## config.mk

```make
export PLATFORM = sky130hd
export DESIGN_NAME = button_debouncer_flat
export DESIGN_NICKNAME = d
export VERILOG_FILES = /design/src/rtl/button_debouncer_pkg.sv /design/src/rtl/button_debouncer_if.sv /design/src/rtl/button_debouncer_channel.sv /design/src/rtl/button_debouncer.sv /design/src/flat_wrapper.sv
export SDC_FILE = /design/constraint.sdc
export NUM_CORES = 1
export LEC_CHECK = 0
export ABC_AREA = 1
export CAP_MARGIN = 10
export CELL_PAD_IN_SITES_DETAIL_PLACEMENT = 0
export CELL_PAD_IN_SITES_GLOBAL_PLACEMENT = 2
export CORE_UTILIZATION = 37
export CTS_CLUSTER_SIZE = 10
export DETAILED_ROUTE_END_ITERATION = 10
export PLACE_DENSITY_LB_ADDON = 0.1
export SYNTH_ARGS = -nofsm -noshare
export SYNTH_HDL_FRONTEND = slang
export SYNTH_SLANG_ARGS = --single-unit
```

## constraint.sdc

```tcl
create_clock -name clk -period 4.6 [get_ports clk]
set_clock_uncertainty 0.15 [all_clocks]
set_input_delay 0.46 -clock clk [delete_from_list [all_inputs] [get_ports clk]]
set_output_delay 0.46 -clock clk [all_outputs]
set_load 0.02 [all_outputs]
```

## src/rtl/button_debouncer_pkg.sv

```systemverilog
// Shared constants for the push-button conditioning block: channel indices and default timing.
package button_debouncer_pkg;

    localparam int NUM_BTN      = 6;
    localparam int BTN_UP       = 0;
    localparam int BTN_DOWN     = 1;
    localparam int BTN_LEFT     = 2;
    localparam int BTN_RIGHT    = 3;
    localparam int BTN_CENTER   = 4;
    localparam int BTN_RESET    = 5;

    localparam int STABLE_COUNT_DEF  = 1000000;
    localparam int CNT_WIDTH_DEF     = 20;
    localparam int REPEAT_DELAY_DEF  = 50000000;
    localparam int REPEAT_PERIOD_DEF = 15000000;

    // Only the four direction channels auto-repeat.
    localparam logic [NUM_BTN-1:0] REPEAT_MASK_DEF =
        (NUM_BTN'(1) << BTN_UP) | (NUM_BTN'(1) << BTN_DOWN) |
        (NUM_BTN'(1) << BTN_LEFT) | (NUM_BTN'(1) << BTN_RIGHT);

endpackage

```

## src/rtl/button_debouncer_if.sv

```systemverilog
// Button bundle between the board pins and the debouncer; master drives raw, slave returns level/pulse.
interface button_debouncer_if #(
    parameter int NUM_BTN = button_debouncer_pkg::NUM_BTN
);
    logic [NUM_BTN-1:0] btn_raw;
    logic [NUM_BTN-1:0] btn_level;
    logic [NUM_BTN-1:0] btn_pulse;

    modport master (output btn_raw, input btn_level, input btn_pulse);
    modport slave  (input btn_raw, output btn_level, output btn_pulse);
endinterface

```

## src/rtl/button_debouncer_channel.sv

```systemverilog
// One button: two-flop synchronizer, stability counter, registered level and press pulse.
// With AUTO_REPEAT_EN defined, a held channel (REPEAT_ON) re-pulses after REPEAT_DELAY, then every REPEAT_PERIOD.
module button_debouncer_channel
    import button_debouncer_pkg::*;
#(
    parameter int STABLE_COUNT  = STABLE_COUNT_DEF,
    parameter int CNT_WIDTH     = CNT_WIDTH_DEF
`ifdef AUTO_REPEAT_EN
    ,
    parameter int REPEAT_DELAY  = REPEAT_DELAY_DEF,
    parameter int REPEAT_PERIOD = REPEAT_PERIOD_DEF,
    parameter bit REPEAT_ON     = 1'b0
`endif
) (
    input  logic clk,
    input  logic reset,
    input  logic i_raw,
    output logic o_level,
    output logic o_pulse
);

    logic                 r_sync1;
    logic                 r_sync2;
    logic                 r_level;
    logic                 r_pulse;
    logic [CNT_WIDTH-1:0] r_cnt;

    logic                 w_level_nxt;
    logic                 w_press;
    logic                 w_pulse_nxt;
    logic [CNT_WIDTH-1:0] w_cnt_nxt;

    // Stability decision: a differing level is accepted on its STABLE_COUNT-th consecutive cycle.
    always_comb begin
        w_cnt_nxt   = '0;
        w_level_nxt = r_level;
        w_press     = 1'b0;
        if (r_sync2 == r_level) begin
            w_cnt_nxt = '0;
        end else if (r_cnt != CNT_WIDTH'(STABLE_COUNT - 1)) begin
            w_cnt_nxt = r_cnt + CNT_WIDTH'(1);
        end else begin
            w_level_nxt = r_sync2;
            w_press     = r_sync2;
        end
    end

`ifdef AUTO_REPEAT_EN
    localparam int RPT_MAX = (REPEAT_DELAY > REPEAT_PERIOD) ? REPEAT_DELAY : REPEAT_PERIOD;
    localparam int RPT_W   = $clog2(RPT_MAX + 1);

    logic [RPT_W-1:0] r_rpt;
    logic             r_first;
    logic [RPT_W-1:0] w_rpt_nxt;
    logic             w_first_nxt;
    logic             w_rpt_fire;
    logic [RPT_W-1:0] w_rpt_last;

    // Repeat timer: runs only while the accepted level stays high; first interval is the long delay.
    always_comb begin
        w_rpt_nxt   = '0;
        w_first_nxt = 1'b1;
        w_rpt_fire  = 1'b0;
        w_rpt_last  = r_first ? RPT_W'(REPEAT_DELAY - 1) : RPT_W'(REPEAT_PERIOD - 1);
        if (REPEAT_ON && r_level && w_level_nxt) begin
            if (r_rpt == w_rpt_last) begin
                w_rpt_fire  = 1'b1;
                w_rpt_nxt   = '0;
                w_first_nxt = 1'b0;
            end else begin
                w_rpt_nxt   = r_rpt + RPT_W'(1);
                w_first_nxt = r_first;
            end
        end else begin
            w_rpt_nxt   = '0;
            w_first_nxt = 1'b1;
        end
    end

    // Repeat timer state.
    always_ff @(posedge clk) begin
        if (reset) begin
            r_rpt   <= '0;
            r_first <= 1'b1;
        end else begin
            r_rpt   <= w_rpt_nxt;
            r_first <= w_first_nxt;
        end
    end

    assign w_pulse_nxt = w_press | w_rpt_fire;
`else
    assign w_pulse_nxt = w_press;
`endif

    // Synchronizer, counter, level and pulse registers; reset overrides everything.
    always_ff @(posedge clk) begin
        if (reset) begin
            r_sync1 <= 1'b0;
            r_sync2 <= 1'b0;
            r_level <= 1'b0;
            r_pulse <= 1'b0;
            r_cnt   <= '0;
        end else begin
            r_sync1 <= i_raw;
            r_sync2 <= r_sync1;
            r_level <= w_level_nxt;
            r_pulse <= w_pulse_nxt;
            r_cnt   <= w_cnt_nxt;
        end
    end

    assign o_level = r_level;
    assign o_pulse = r_pulse;

endmodule

```

## src/rtl/button_debouncer.sv

```systemverilog
// Debounces NUM_BTN raw push-buttons into clean levels and one-cycle press pulses.
// Optional AUTO_REPEAT_EN adds held-button auto-repeat on the REPEAT_MASK channels.
module button_debouncer
    import button_debouncer_pkg::*;
#(
    parameter int NUM_BTN       = button_debouncer_pkg::NUM_BTN,
    parameter int STABLE_COUNT  = STABLE_COUNT_DEF,
    parameter int CNT_WIDTH     = CNT_WIDTH_DEF
`ifdef AUTO_REPEAT_EN
    ,
    parameter int REPEAT_DELAY  = REPEAT_DELAY_DEF,
    parameter int REPEAT_PERIOD = REPEAT_PERIOD_DEF,
    parameter logic [NUM_BTN-1:0] REPEAT_MASK = REPEAT_MASK_DEF
`endif
) (
    input  logic                      clk,
    input  logic                      reset,
    button_debouncer_if.slave         bus
);

    logic [NUM_BTN-1:0] w_level;
    logic [NUM_BTN-1:0] w_pulse;

    for (genvar g = 0; g < NUM_BTN; g++) begin : g_chan
        button_debouncer_channel #(
            .STABLE_COUNT  (STABLE_COUNT),
            .CNT_WIDTH     (CNT_WIDTH)
`ifdef AUTO_REPEAT_EN
            ,
            .REPEAT_DELAY  (REPEAT_DELAY),
            .REPEAT_PERIOD (REPEAT_PERIOD),
            .REPEAT_ON     (REPEAT_MASK[g])
`endif
        ) u_chan (
            .clk     (clk),
            .reset   (reset),
            .i_raw   (bus.btn_raw[g]),
            .o_level (w_level[g]),
            .o_pulse (w_pulse[g])
        );
    end

    assign bus.btn_level = w_level;
    assign bus.btn_pulse = w_pulse;

endmodule

```

## src/flat_wrapper.sv

```systemverilog
// flat-port wrapper written by rule: the top's interface ports become plain ports
module button_debouncer_flat import button_debouncer_pkg::*;
#(
    parameter int NUM_BTN       = button_debouncer_pkg::NUM_BTN,
    parameter int STABLE_COUNT  = STABLE_COUNT_DEF,
    parameter int CNT_WIDTH     = CNT_WIDTH_DEF

)
  (clk, reset, bus_btn_raw, bus_btn_level, bus_btn_pulse);
  button_debouncer_if #(.NUM_BTN(NUM_BTN)) bus_i ();
  input  logic clk;
  input  logic reset;
  input wire logic [$bits(bus_i.btn_raw)-1:0] bus_btn_raw;
  output wire logic [$bits(bus_i.btn_level)-1:0] bus_btn_level;
  output wire logic [$bits(bus_i.btn_pulse)-1:0] bus_btn_pulse;
  assign bus_i.btn_raw = bus_btn_raw;
  assign bus_btn_level = bus_i.btn_level;
  assign bus_btn_pulse = bus_i.btn_pulse;
  button_debouncer #(.NUM_BTN(NUM_BTN), .STABLE_COUNT(STABLE_COUNT), .CNT_WIDTH(CNT_WIDTH)) u_core (.clk(clk), .reset(reset), .bus(bus_i));
endmodule
```

==> results of run 1 <==
[metrics by stage]
| stage | cell area [µm²] | total power [mW] | utilization | setup slack [ns] | instances |
|---|---|---|---|---|---|
| 4_1_cts | 8267 | 2.746 | 0.4261 | 2.474 | 1403 |
| 3_5_place_dp | 7669 | 1.318 | 0.3953 | 2.108 | 1371 |
| 6_report | 8267 | 2.702 | 0.4261 | 2.508 | 1403 |
| 5_1_grt | 8267 | 2.812 | 0.4261 | 2.357 | 1403 |
| 3_3_place_gp | 7669 | 1.318 | 0.3953 | 2.185 | 1371 |
| 2_1_floorplan | 7310 | 1.306 | - | 3.016 | 1109 |
[flip-flops by register name, summed over array words and instances, names as in the netlist]
register	cells
u_core.g_chan.u_chan.r_cnt	120
u_core.g_chan.u_chan.o_pulse	6
u_core.g_chan.u_chan.r_sync1	6
u_core.g_chan.u_chan.r_sync2	6
u_core.g_chan.u_chan.o_level	6
[layout by cell type (no fill, tap or decap), drive strengths merged, types with 19 or more instances in the layout]
cell and count:
nand4 26, clkdlybuf4s50 19, nor2 276, a21oi 53, clkbuf 19, inv 126
dfxtp 144, nand3 68, nand2 292, xor2 25
[cell type report]
cell class | count | area (µm²)
Timing Repair Buffer | 20 | 197.7
Sequential cell | 144 | 2883
Clock inverter | 13 | 165.2
Clock buffer | 19 | 432.9
Tap cell | 265 | 331.6
Inverter | 126 | 473.0
Fill cell | 2122 | 11130
Multi-Input combinational cell | 816 | 3784
[where the power goes]
| group | internal, mW | leakage [nW] | switching (mW) | total (mW) |
|---|---|---|---|---|
| Combinational | 0.0112 | 1.28 | 0.0195 | 0.0307 |
| Clock | 0.854 | 0.279 | 0.560 | 1.41 |
| Sequential | 1.25 | 1.16 | 0.00456 | 1.26 |
[path summary, 6_finish.rpt]
kind                                                     start  cells after the start                                            to
hold reg to reg     u_core.g_chan[4].u_chan.r_sync1$_SDFF_PP0_                      2    u_core.g_chan[4].u_chan.r_sync2$_SDFF_PP0_
hold / removal      u_core.g_chan[4].u_chan.r_sync1$_SDFF_PP0_                      2    u_core.g_chan[4].u_chan.r_sync2$_SDFF_PP0_
setup reg to reg   u_core.g_chan[5].u_chan.r_cnt[0]$_SDFF_PP0_                      6  u_core.g_chan[5].u_chan.r_cnt[10]$_SDFF_PP0_
setup / recovery  u_core.g_chan[4].u_chan.o_level$_SDFFE_PP0P_                      1                              bus_btn_level[4]
[tightest hold or removal path: cells and delay by family (launching register included)]
family | cells | cell delay (ns)
and+or+nand+nor | 1 | 0.03
DFF | 1 | 0.30
buffers and inverters | 1 | 0.04
[routing by layer]
layer,global-route usage,routed length [µm],up-vias
li1,-,-,3467
met1,0.2216,8110,2750
met2,0.2921,7552,60
met3,0.04172,510,15
met4,0.05376,190,0
met5,0,0,-
[kinds of logic after synthesis]
family / Yosys count / synth area share
simple gates: 698 / 0.4079
fa+ha+maj: 6 / 0.01027
xor+xnor: 41 / 0.04913
compound gates: 71 / 0.05032
buf+inv: 149 / 0.08798
flops: 144 / 0.3944
==> impl_metrics.py, run 1 <==
metrics = {
    "route": {
        "vias": 6292,
        "drt_wl_total_um": 16360,
        "vias_per_cell": 4.485,
        "drt_iter0_markers": 192,
        "drc": 0,
        "routedWlPerCell_um": 11.66,
        "first_pass_iters": 4,
        "ant_nets": 0,
    },
    "timing": {
        "tightestPinTransition_ns": 0.7418,
        "setup-violations-final": 0,
        "fmax_mhz": 478.0,
        "maxSlewViolCount": 0,
        "max_slew_margin": 0.5043,
        "period_minus_slack_ns": 2.092,
        "tns_ns": 0,
        "fin_crit_sh": 0.4548,
        "rsz0062_at_grt": "false",
        "hold_slack_ns": 0.2527,
        "finalHoldViolCount": 0,
    },
    "critical_path": {
        "required_ns": 3.99,
        "crit_family": "buffers and inverters",
        "end_kind": "output pin",
        "r2r_slack_ns": 2.60,
        "crit_chain": "clkdlybuf4s50_1",
        "crit_path_start_kind": "flop",
        "path_buf_inv": 1,
        "slowest_stage": "clkdlybuf4s50_1",
        "cp.arrival_ns": 1.48,
        "crit_type": "flop to output pin",
        "max_stage_delay_ns": 0.64,
        "worstPathMaxFanout": 4,
    },
    "clock_tree": {
        "worstSkewPairLatency_ns": 0.42,
        "cts_root_buf": "clkbuf_16",
        "clock_path_buffers": 2,
        "cts_setup_buffers": 0,
        "clock-sinks": 144,
        "tritoncts": "yes",
        "cts_hold_buf": 0,
        "ctsResizeCount": 0,
        "htree_levels": 4,
        "cts_made_buffers": 17,
        "clkTransAtPathRegs_ns": 0.06,
    },
    "run": {
        "drv_cap": 0,
    },
    "floorplan": {
        "core_area_um2": 19400,
        "die_w_um": 142.6,
        "die_area_um2": 20320,
        "rows": 51,
        "io_pins": 20,
        "die_y_um": 142.6,
        "initial_core_util": 0.3768,
    },
    "placement": {
        "hpwl_um": 12010,
        "port_buffers": 19,
        "place_congestion": 0.8125,
    },
    "logic_synthesis": {
        "synth.avg_cell_area_um2": 6.591,
        "seq_area_frac_synth": 0.3944,
        "async_reset_ff_frac": 0,
        "synth.area.top_cells": "dfxtp_1, nand2_1, nor2_1",
        "netlist-cell-type-count": 29,
        "yosys_warnings": 0,
        "ys_top_cells_by_count": "nand2_1, nor2_1, dfxtp_1, inv_1, nand3_1",
        "synth_top_cell_by_area": "dfxtp_1",
        "synth.cell_area_um2": 7310,
        "syn_nets": 1123,
        "synth_cells": 1109,
        "synthFlopType": "dfxtp_1",
        "synth-seq-cells": 144,
        "synth.most_common_cell": "nand2_1",
        "synth_top_area_frac": 0.3944,
        "synth-edff-count": 0,
    },
    "global_routing": {
        "grt_pass1_wl_um": 28010,
        "antenna_found_initial": 0,
        "grt.overflow.total": 0,
        "grtUsageTotal": 0.1749,
        "grt_pass1_vias": 5913,
        "grt_max_degree": 23,
    },
    "pwr": {
        "power_density_nw_per_um2": 326.9,
        "p_leak_nw": 2.722,
        "ir_worst_vdd_uv": 225.7,
    },
    "status": {
        "status": "complete, no violations",
    },
    "finish": {
        "n_antenna_cell": 0,
        "area_delta_synth_final_pct": 13.09,
        "nNetsFinal": 1139,
        "drive_gt1_frac": 0.05888,
    },
    "hold_path": {
        "hold_path.class": "flop to flop",
    },
}
Power figures use the tool's default switching activity.
==> inputs of run 2 (changes only) <==
- CORE_UTILIZATION: 37 -> 31
- clock period: 4.6 -> 1.81 ns (I/O delays scaled with it)
==> impl_metrics.py, run 2 (synthesis results as in run 1) <==
metrics = {
    "timing": {
        "fmax_mhz": 574.5,
        "maxSlewViolCount": 0,
        "tightestPinTransition_ns": 0.3852,
        "finalHoldViolCount": 0,
        "fin_crit_sh": 0.9617,
        "period_minus_slack_ns": 1.741,
        "fin_ws_ns": 0.06938,
        "max_slew_margin": 0.7422,
        "setup-violations-final": 0,
        "tns_ns": 0,
    },
    "critical_path": {
        "max_stage_delay_ns": 0.62,
        "end_kind": "output pin",
        "required_ns": 1.48,
        "cp.arrival_ns": 1.41,
        "crit_family": "buffers and inverters",
        "crit_chain": "clkdlybuf4s50_1",
        "crit_path_start_kind": "flop",
        "worstPathMaxFanout": 3,
        "slowest_stage": "clkdlybuf4s50_1",
        "path_buf_inv": 1,
        "crit_type": "flop to output pin",
    },
    "floorplan": {
        "die_w_um": 155.6,
        "die_y_um": 155.6,
        "rows": 55,
        "die_area_um2": 24200,
        "initial_core_util": 0.3199,
        "io_pins": 20,
        "core_area_um2": 22850,
    },
    "placement": {
        "port_buffers": 19,
        "pre_cts_slack_ns": 0.04524,
        "place_congestion": 0.7498,
        "hpwl_um": 13050,
        "placed_area_um2": 7949,
    },
    "clock_tree": {
        "htree_levels": 4,
        "clock_path_buffers": 2,
        "clkTransAtPathRegs_ns": 0.06,
        "cts_root_buf": "clkbuf_16",
        "tritoncts": "yes",
        "cts_made_buffers": 17,
        "clock-sinks": 144,
        "worstSkewPairLatency_ns": 0.42,
    },
    "status": {
        "status": "complete, no violations",
    },
    "finish": {
        "nNetsFinal": 1164,
        "fin_util": 0.3786,
        "fin_area_um2": 8651,
        "largest_register_ffs": 120,
        "multi_input_area_um2": 3802,
        "final_cell_mix": "nand2_1, nor2_1, dfxtp_1, inv_1, nand3_1",
        "n_antenna_cell": 0,
        "area_delta_synth_final_pct": 18.35,
        "drive_gt1_frac": 0.08255,
        "seq_area_um2": 2883,
        "regMostFlops": "u_core.g_chan.u_chan.r_cnt",
        "final_common_cell": "nand2_1",
        "nFillCells": 2543,
    },
    "route": {
        "ant_nets": 0,
        "drc": 0,
        "routedWlPerCell_um": 11.69,
        "vias_per_cell": 4.352,
        "met2WireLength_um": 8002,
        "wl_met1_um": 8681,
        "drt_iter0_markers": 241,
        "first_pass_iters": 6,
        "drt_wl_total_um": 17260,
        "route.met3.wl_um": 372,
        "vias": 6423,
        "top_layer": "met4",
    },
    "pwr": {
        "p_leak_nw": 2.959,
        "power_density_nw_per_um2": 823.5,
        "ir_worst_vdd_uv": 461.8,
        "p_total_mw": 7.124,
    },
    "global_routing": {
        "grtUsageTotal": 0.1537,
        "grt_pass1_vias": 6215,
        "antenna_found_initial": 0,
        "grt.overflow.total": 0,
        "grt_max_degree": 21,
        "grt_pass1_wl_um": 29600,
    },
    "run": {
        "drv_cap": 0,
    },
    "hold_path": {
        "hold_path.class": "input port to flop",
    },
}
[run 2: cell types whose count changed in the layout (fill, tap and decap cells not counted), moves of 2 or more]
cell / before / now
buf_4: 1 / 20
buf_12: 0 / 6
clkdlybuf4s50_1: 19 / 14
dlymetal6s2s_1: 0 / 2
dlygate4sd2_1: 0 / 3
clkbuf_8: 0 / 2
nor2_1: 265 / 263
clkbuf_1: 2 / 0
[run 2: power by group]
| part | leakage, nW | internal, mW | switching (mW) | total (mW) |
|---|---|---|---|---|
| Sequential | 1.16 | 3.19 | 0.00991 | 3.20 |
| Combinational | 1.50 | 0.0495 | 0.0569 | 0.106 |
| Clock | 0.301 | 2.38 | 1.44 | 3.82 |
| Total | 2.96 | 5.62 | 1.51 | 7.12 |
[run 2: per-layer routing]
layer	global-route usage	up-vias
li1	-	3527
met4	0.05042	0
met3	0.02972	12
met1	0.1937	2834
met5	0	-
met2	0.2627	50
[run 2: per-stage QoR]
step,hold slack [ns],cells
CTS,0.09500,1472
detailed placement,0.2464,1440
floorplan,0.1380,1109
global placement,0.2405,1440
global route,0.1267,1476
finish,0.1155,1476
[run 2: worst paths after layout]
path	startpoint	end	slack, ns	depth (start not counted)
setup / recovery	u_core.g_chan[5].u_chan.o_level$_SDFFE_PP0P_	bus_btn_level[5]	0.07	1
hold / removal	bus_btn_raw[5]	u_core.g_chan[5].u_chan.r_sync1$_SDFF_PP0_	0.12	3
setup reg to reg	u_core.g_chan[1].u_chan.r_cnt[1]$_SDFF_PP0_	u_core.g_chan[1].u_chan.r_cnt[13]$_SDFF_PP0_	0.14	7
hold reg to reg	u_core.g_chan[5].u_chan.r_sync1$_SDFF_PP0_	u_core.g_chan[5].u_chan.r_sync2$_SDFF_PP0_	0.25	2
[run 2: repair_timing]
action / in CTS / in global routing
endpoints found under the setup margin: 3 / 21
hold buffers: 0 / 0
resized for setup: 3 / 6
pin swaps: 0 / 1
setup buffers: 0 / 4
[run 2: layout make-up]
| class | instances | area share |
|---|---|---|
| Clock buffer | 19 | 0.05236 |
| Tap cell | 313 | 0.04527 |
| Sequential cell | 144 | 0.3332 |
| Clock inverter | 13 | 0.02155 |
| Timing Repair Buffer | 45 | 0.05337 |
| Multi-Input combinational cell | 816 | 0.4395 |
| Inverter | 126 | 0.05467 |
